**src/rtl/lock_access_arbiter.sv**
```systemverilog
// Round-robin arbiter that lends one serial-entry lock to NUM_SRC keypads,
// one complete code-entry session at a time, and sequences flush/relock/lockout.
module lock_access_arbiter #(
  parameter int         NUM_SRC      = 4,
  parameter int         CODE_LEN     = 4,
  parameter int         IDLE_TIMEOUT = 50_000,
  parameter int         UNLOCK_HOLD  = 1_000_000,
  parameter logic [3:0] PAD_DIGIT    = 4'hF
) (
  input  logic                   clk,
  input  logic                   rst_n,
  input  logic [4*NUM_SRC-1:0]   src_digit,
  input  logic [NUM_SRC-1:0]     src_valid,
  input  logic [NUM_SRC-1:0]     src_relock,
  output logic [NUM_SRC-1:0]     src_grant,
  output logic [NUM_SRC-1:0]     src_drop_pulse,
  output logic [2:0]             owner_id,
  output logic                   timeout_pulse,
  output logic [3:0]             lk_digit,
  output logic                   lk_valid,
  output logic                   lk_relock,
  input  logic                   lk_unlocked,
  input  logic                   lk_wrong_try_pulse,
  input  logic                   lk_lockout
);

  localparam int TMAX = (IDLE_TIMEOUT > UNLOCK_HOLD) ? IDLE_TIMEOUT : UNLOCK_HOLD;
  localparam int TW   = $clog2(TMAX + 1);
  localparam int CW   = $clog2(CODE_LEN + 1);
  localparam int IW   = $clog2(NUM_SRC);

  typedef enum logic [2:0] {
    S_IDLE, S_SESSION, S_FLUSH, S_SETTLE, S_OPEN, S_RELOCK, S_BLOCKED
  } state_e;

  state_e               state_q, state_d;
  logic [IW-1:0]        rr_q, rr_d;
  logic [2:0]           owner_q, owner_d;
  logic [CW-1:0]        cnt_q, cnt_d;
  logic [TW-1:0]        tmr_q, tmr_d, tmr_inc;
  logic [NUM_SRC-1:0]   grant_q, grant_d, drop_q, drop_d, win_mask;
  logic                 to_q, to_d, lkv_q, lkv_d, rel_q, rel_d;
  logic [3:0]           lkd_q, lkd_d;
  logic [IW-1:0]        win;
  logic                 own_strobe, own_relock;
  logic [NUM_SRC-1:0][3:0] dig;

  assign dig = src_digit;

  // First requester at or above ptr, wrapping; lowest offset wins.
  function automatic logic [IW-1:0] rr_pick(input logic [NUM_SRC-1:0] req,
                                            input logic [IW-1:0]      ptr);
    int idx;
    rr_pick = '0;
    for (int k = NUM_SRC - 1; k >= 0; k--) begin
      idx = int'(ptr) + k;
      if (idx >= NUM_SRC) idx -= NUM_SRC;
      if (req[idx[IW-1:0]]) rr_pick = idx[IW-1:0];
    end
  endfunction

  assign win        = rr_pick(src_valid, rr_q);
  assign win_mask   = NUM_SRC'(1) << win;
  assign own_strobe = |(src_valid & grant_q);
  assign own_relock = |(src_relock & grant_q);
  assign tmr_inc    = (&tmr_q) ? tmr_q : tmr_q + TW'(1);

  always_comb begin
    state_d = state_q;
    rr_d    = rr_q;
    owner_d = owner_q;
    cnt_d   = cnt_q;
    tmr_d   = tmr_q;
    grant_d = grant_q;
    drop_d  = src_valid;  // anything not forwarded below is discarded
    to_d    = 1'b0;
    lkv_d   = 1'b0;
    lkd_d   = lkd_q;
    rel_d   = 1'b0;
    case (state_q)
      S_IDLE: begin
        grant_d = '0;
        if (|src_valid) begin
          state_d = S_SESSION;
          grant_d = win_mask;
          owner_d = 3'(win);
          drop_d  = src_valid & ~win_mask;
          lkv_d   = 1'b1;
          lkd_d   = dig[win];
          cnt_d   = CW'(1);
          tmr_d   = '0;
          rr_d    = (win == IW'(NUM_SRC - 1)) ? '0 : win + IW'(1);
        end
      end
      S_SESSION: begin
        // A strobe racing the timeout expiry is forwarded, not flushed.
        if (lk_wrong_try_pulse || cnt_q == CW'(CODE_LEN)) begin
          state_d = S_SETTLE;
        end else if (own_strobe) begin
          drop_d = src_valid & ~grant_q;
          lkv_d  = 1'b1;
          lkd_d  = dig[owner_q[IW-1:0]];
          cnt_d  = (cnt_q == CW'(CODE_LEN)) ? cnt_q : cnt_q + CW'(1);
          tmr_d  = '0;
        end else if (tmr_q == TW'(IDLE_TIMEOUT - 1)) begin
          to_d    = 1'b1;
          lkv_d   = 1'b1;
          lkd_d   = PAD_DIGIT;
          state_d = S_FLUSH;
        end else begin
          tmr_d = tmr_inc;
        end
      end
      S_FLUSH: begin
        if (lk_wrong_try_pulse) state_d = S_SETTLE;
      end
      S_SETTLE: begin
        if (lk_unlocked) begin
          state_d = S_OPEN;
          tmr_d   = '0;
        end else if (lk_lockout) begin
          state_d = S_BLOCKED;
          grant_d = '0;
        end else begin
          state_d = S_IDLE;
          grant_d = '0;
        end
      end
      S_OPEN: begin
        if (own_relock || tmr_q == TW'(UNLOCK_HOLD - 1)) begin
          rel_d   = 1'b1;
          state_d = S_RELOCK;
        end else begin
          tmr_d = tmr_inc;
        end
      end
      S_RELOCK: begin
        if (!lk_unlocked) begin
          state_d = S_IDLE;
          grant_d = '0;
        end
      end
      S_BLOCKED: begin
        grant_d = '0;
        if (!lk_lockout) state_d = S_IDLE;
      end
      default: begin
        state_d = S_IDLE;
        grant_d = '0;
      end
    endcase
  end

  always_ff @(posedge clk) begin
    if (!rst_n) begin
      state_q <= S_IDLE;
      rr_q    <= '0;
      owner_q <= '0;
      cnt_q   <= '0;
      tmr_q   <= '0;
      grant_q <= '0;
      drop_q  <= '0;
      to_q    <= 1'b0;
      lkv_q   <= 1'b0;
      lkd_q   <= '0;
      rel_q   <= 1'b0;
    end else begin
      state_q <= state_d;
      rr_q    <= rr_d;
      owner_q <= owner_d;
      cnt_q   <= cnt_d;
      tmr_q   <= tmr_d;
      grant_q <= grant_d;
      drop_q  <= drop_d;
      to_q    <= to_d;
      lkv_q   <= lkv_d;
      lkd_q   <= lkd_d;
      rel_q   <= rel_d;
    end
  end

  assign src_grant      = grant_q;
  assign src_drop_pulse = drop_q;
  assign owner_id       = owner_q;
  assign timeout_pulse  = to_q;
  assign lk_digit       = lkd_q;
  assign lk_valid       = lkv_q;
  assign lk_relock      = rel_q;

endmodule

```
**config.mk**
```make
export PLATFORM = sky130hd
export DESIGN_NAME = lock_access_arbiter
export DESIGN_NICKNAME = d
export VERILOG_FILES = /design/src/rtl/lock_access_arbiter.sv
export SDC_FILE = /design/constraint.sdc
export NUM_CORES = 1
export LEC_CHECK = 0
export BUFFER_PORTS_ARGS = -buffer_cell sky130_fd_sc_hd__buf_2
export CORE_MARGIN = 3
export CORE_UTILIZATION = 25
export DETAILED_ROUTE_END_ITERATION = 16
export SLEW_MARGIN = 10
export SYNTH_ARGS = -nofsm -noshare
export SYNTH_HDL_FRONTEND = slang
export SYNTH_SLANG_ARGS = --single-unit
```
**constraint.sdc**
```tcl
create_clock -name clk -period 2.1 [get_ports clk]
set_input_delay 0.21 -clock clk [delete_from_list [all_inputs] [get_ports clk]]
set_output_delay 0.21 -clock clk [all_outputs]
set_load 0.005 [all_outputs]
```
==> results.yml <==
finish:
  layout_common_cells: "45 x buf_2, 40 x dfxtp_1, 33 x nor2_1, 33 x buf_4, 28 x nand2_1"
  drive_gt1_frac: 0.331
  antenna_cells: 0
  final_cell_area_um2: 3730
  fillers: 1129
  final_net_count: 449
  layout_commonest_cell: "buf_2"
  area_growth_pct: 30.9
timing:
  min_period_over_period: 0.998
  fmax_mhz: 477
  skew_ns: 0.00878
  min_period_ns: 2.10
  max-slew-margin-rel: 0.557
  tightestPinTransition_ns: 0.665
  rsz0062_at_grt: "true"
  timing_hold_violations_final: 0
  setup_viol: 0
  fin_tns_setup_ns: 0
  timing.hold.ws_ns: 0.219
  drv_slew: 0
pwr:
  p_per_area_nw_per_um2: 883
  leakage_nw: 1.43
  seqPwrFrac: 0.323
  p_switching_mw: 1.16
  pwr-share-clk: 0.283
  pwr-share-comb: 0.395
  power.internal_mw: 2.13
  ir_worst_vdd_mv: 0.431
  switching_share: 0.353
critical_path:
  worst_setup_path_start_kind: "flop"
  r2r_start: "tmr_q[1]"
  arrival_ns: 2.27
  worstSetupEndpointType: "flop"
  worstPathRequired_ns: 2.27
  r2r_end: "tmr_q[15]"
  crit_path_max_fanout: 7
  r2r_cells: 8
  critPathKind: "reg -> reg"
  r2r_slack_ns: 0.004
synth:
  async_flop_share: 0
  synth_edf_count: 0
  synthFlopType: "dfxtp_1"
  netlist_area_um2: 2850
  synth_cells: 341
  yosysWarnings: 0
  synth_fp_nets: 377
  syn_avg_cell_area_um2: 8.36
  yosys_register_bits: 45
  synth_cell_types: 58
  yosysSeqAreaShare: 0.316
global_route:
  grt_pass1_vias: 2915
  grtUsageTotal: 0.132
  overflow: 0
  antenna_found_initial: 0
  grt_max_degree: 28
  grt_pass1_wl_mm: 14.1
routing:
  via_count: 2919
  met3_length_um: 308
  drtIter0Drc: 164
  drc: 0
  firstDrtPassIters: 4
  ant_nets: 0
  wire_per_inst_um: 15.8
  routed_wl_mm: 8.74
  wirelength_met1_mm: 3.94
  wl_met2_mm: 4.33
  top_layer: "met4"
  viasPerCell: 5.27
floorplan:
  coreArea_um2: 11000
  die_y_um: 113
  initial_core_util: 0.260
  die_x_um: 113
  rows: 38
  die_area_um2: 12700
  ios: 47
clocking:
  ctsHtreeMaxLevel: 2
  cts_tree: "yes"
  cts_buffers: 5
  cts_sinks: 45
  clock_latency_ns: 0.29
  hold_buffers: 0
  max-clock-path-buffers: 2
  clk_pin_slew_ns: 0.07
  clock-root-buffer: "clkbuf_16"
min_path:
  hold_path_depth: 2
  hold_start: "src_valid[2]"
  hp-class: "in -> reg"
  whs_endpoint: "src_drop_pulse[2]"
status:
  status: "finished clean"
placement:
  placed_area_um2: 3390
  dp_hpwl_mm: 6.40
  io_buffers: 45
  place.gp.congestion: 0.901
flow_run:
  drv_cap: 0
## cell type report
class | count | area (um2) | share of cell area
multi-input combinational | 271 | 1940 | 0.520
sequential | 45 | 907 | 0.243
timing repair buffer | 80 | 495 | 0.133
tap | 140 | 175 | 0.0470
clock buffer | 6 | 139 | 0.0372
clock inverter | 2 | 37.5 | 0.0101
inverter | 10 | 37.5 | 0.0101
## critical path, stage by stage (launching register included)
cell and delay, ns:
dfxtp_2 0.36, ha_4 0.14, nand4_1 0.15, or4_4 0.63, o211ai_4 0.27, buf_6 0.15
a21o_4 0.12, or3_1 0.12, a21oi_2 0.05
## cells by family after synthesis
kind of cell,Yosys count,synth area share
multiplexers,13,0.0632
adder cells (fa/ha/maj),7,0.0307
flip-flops,45,0.316
buffers and inverters,27,0.0514
other,1,0.00132
AO/OA/AOI/OAI,99,0.251
XOR/XNOR,3,0.00922
AND/OR/NAND/NOR,146,0.277
## power groups by stage
stage | clock [mW] | combinational [mW] | sequential, mW
finish | 0.931 | 1.30 | 1.06
global route | 0.987 | 1.43 | 1.08
CTS | 0.943 | 1.14 | 1.05
detailed placement | 0 | 1.13 | 1.07
global placement | 0 | 1.10 | 1.07
floorplan | 0 | 0.802 | 1.04
## state kept, by name (all words and copies together), names as in the netlist
register	count
rr_q	2
src_grant	4
lk_valid	1
state_q	3
tmr_q	20
timeout_pulse	1
lk_digit	4
owner_id	2
lk_relock	1
cnt_q	3
src_drop_pulse	4
## per-layer routing
metal / vias up / track usage
li1: 1430 / -
met1: 1414 / 0.172
met2: 65 / 0.229
met3: 10 / 0.0150
met4: 0 / 0.0449
met5: - / 0
## what timing repair did
action,4_1_cts,5_1_grt
buffers inserted,0,2
resized for setup,1,28
endpoints found under the setup margin,4,23
pin swaps,1,14
cloned,0,2
## cell usage after synthesis, drive strengths merged, types with 5 or more instances
cell type  count  area [um2]
dfxtp         45         901
a22o           6        52.6
a22oi          6        45.0
or4            5        48.8
buf           10        82.6
nor3          10        50.1
nor2          33         124
or3           12        75.1
mux2i          9        90.1
a31oi         10        62.6
nor4b          5        43.8
o21ai         19        98.8
clkbuf         7        26.3
nand2         29         109
and3           5        31.3
inv           10        37.5
a21o           5        52.6
ha             7        87.6
and2           7        43.8
nand4          7        43.8
nor2b          5        31.3
nand3          9        45.0
a21oi         30         191
## per-stage QoR
| stage | instances | power [mW] | worst slack (ns) | util |
|---|---|---|---|---|
| detailed placement | 542 | 2.20 | -0.0105 | 0.309 |
| finish | 554 | 3.29 | 0.00373 | 0.340 |
| floorplan | 341 | 1.84 | 0.0429 | - |
| global route | 554 | 3.49 | -0.0680 | 0.340 |
| global placement | 542 | 2.17 | 0.0912 | 0.309 |
| CTS | 550 | 3.13 | 0.0158 | 0.325 |
## how the worst max path moves through the flow
stage	from	end	cells after the start
global placement	tmr_q[6]	tmr_q[9]	6
floorplan	tmr_q[0]	tmr_q[5]	9
global route	tmr_q[1]	tmr_q[8]	8
finish	tmr_q[1]	tmr_q[15]	8
detailed placement	tmr_q[0]	lk_digit[1]	7
CTS	tmr_q[0]	tmr_q[13]	8
No activity file was read; power rests on OpenSTA's default activity.
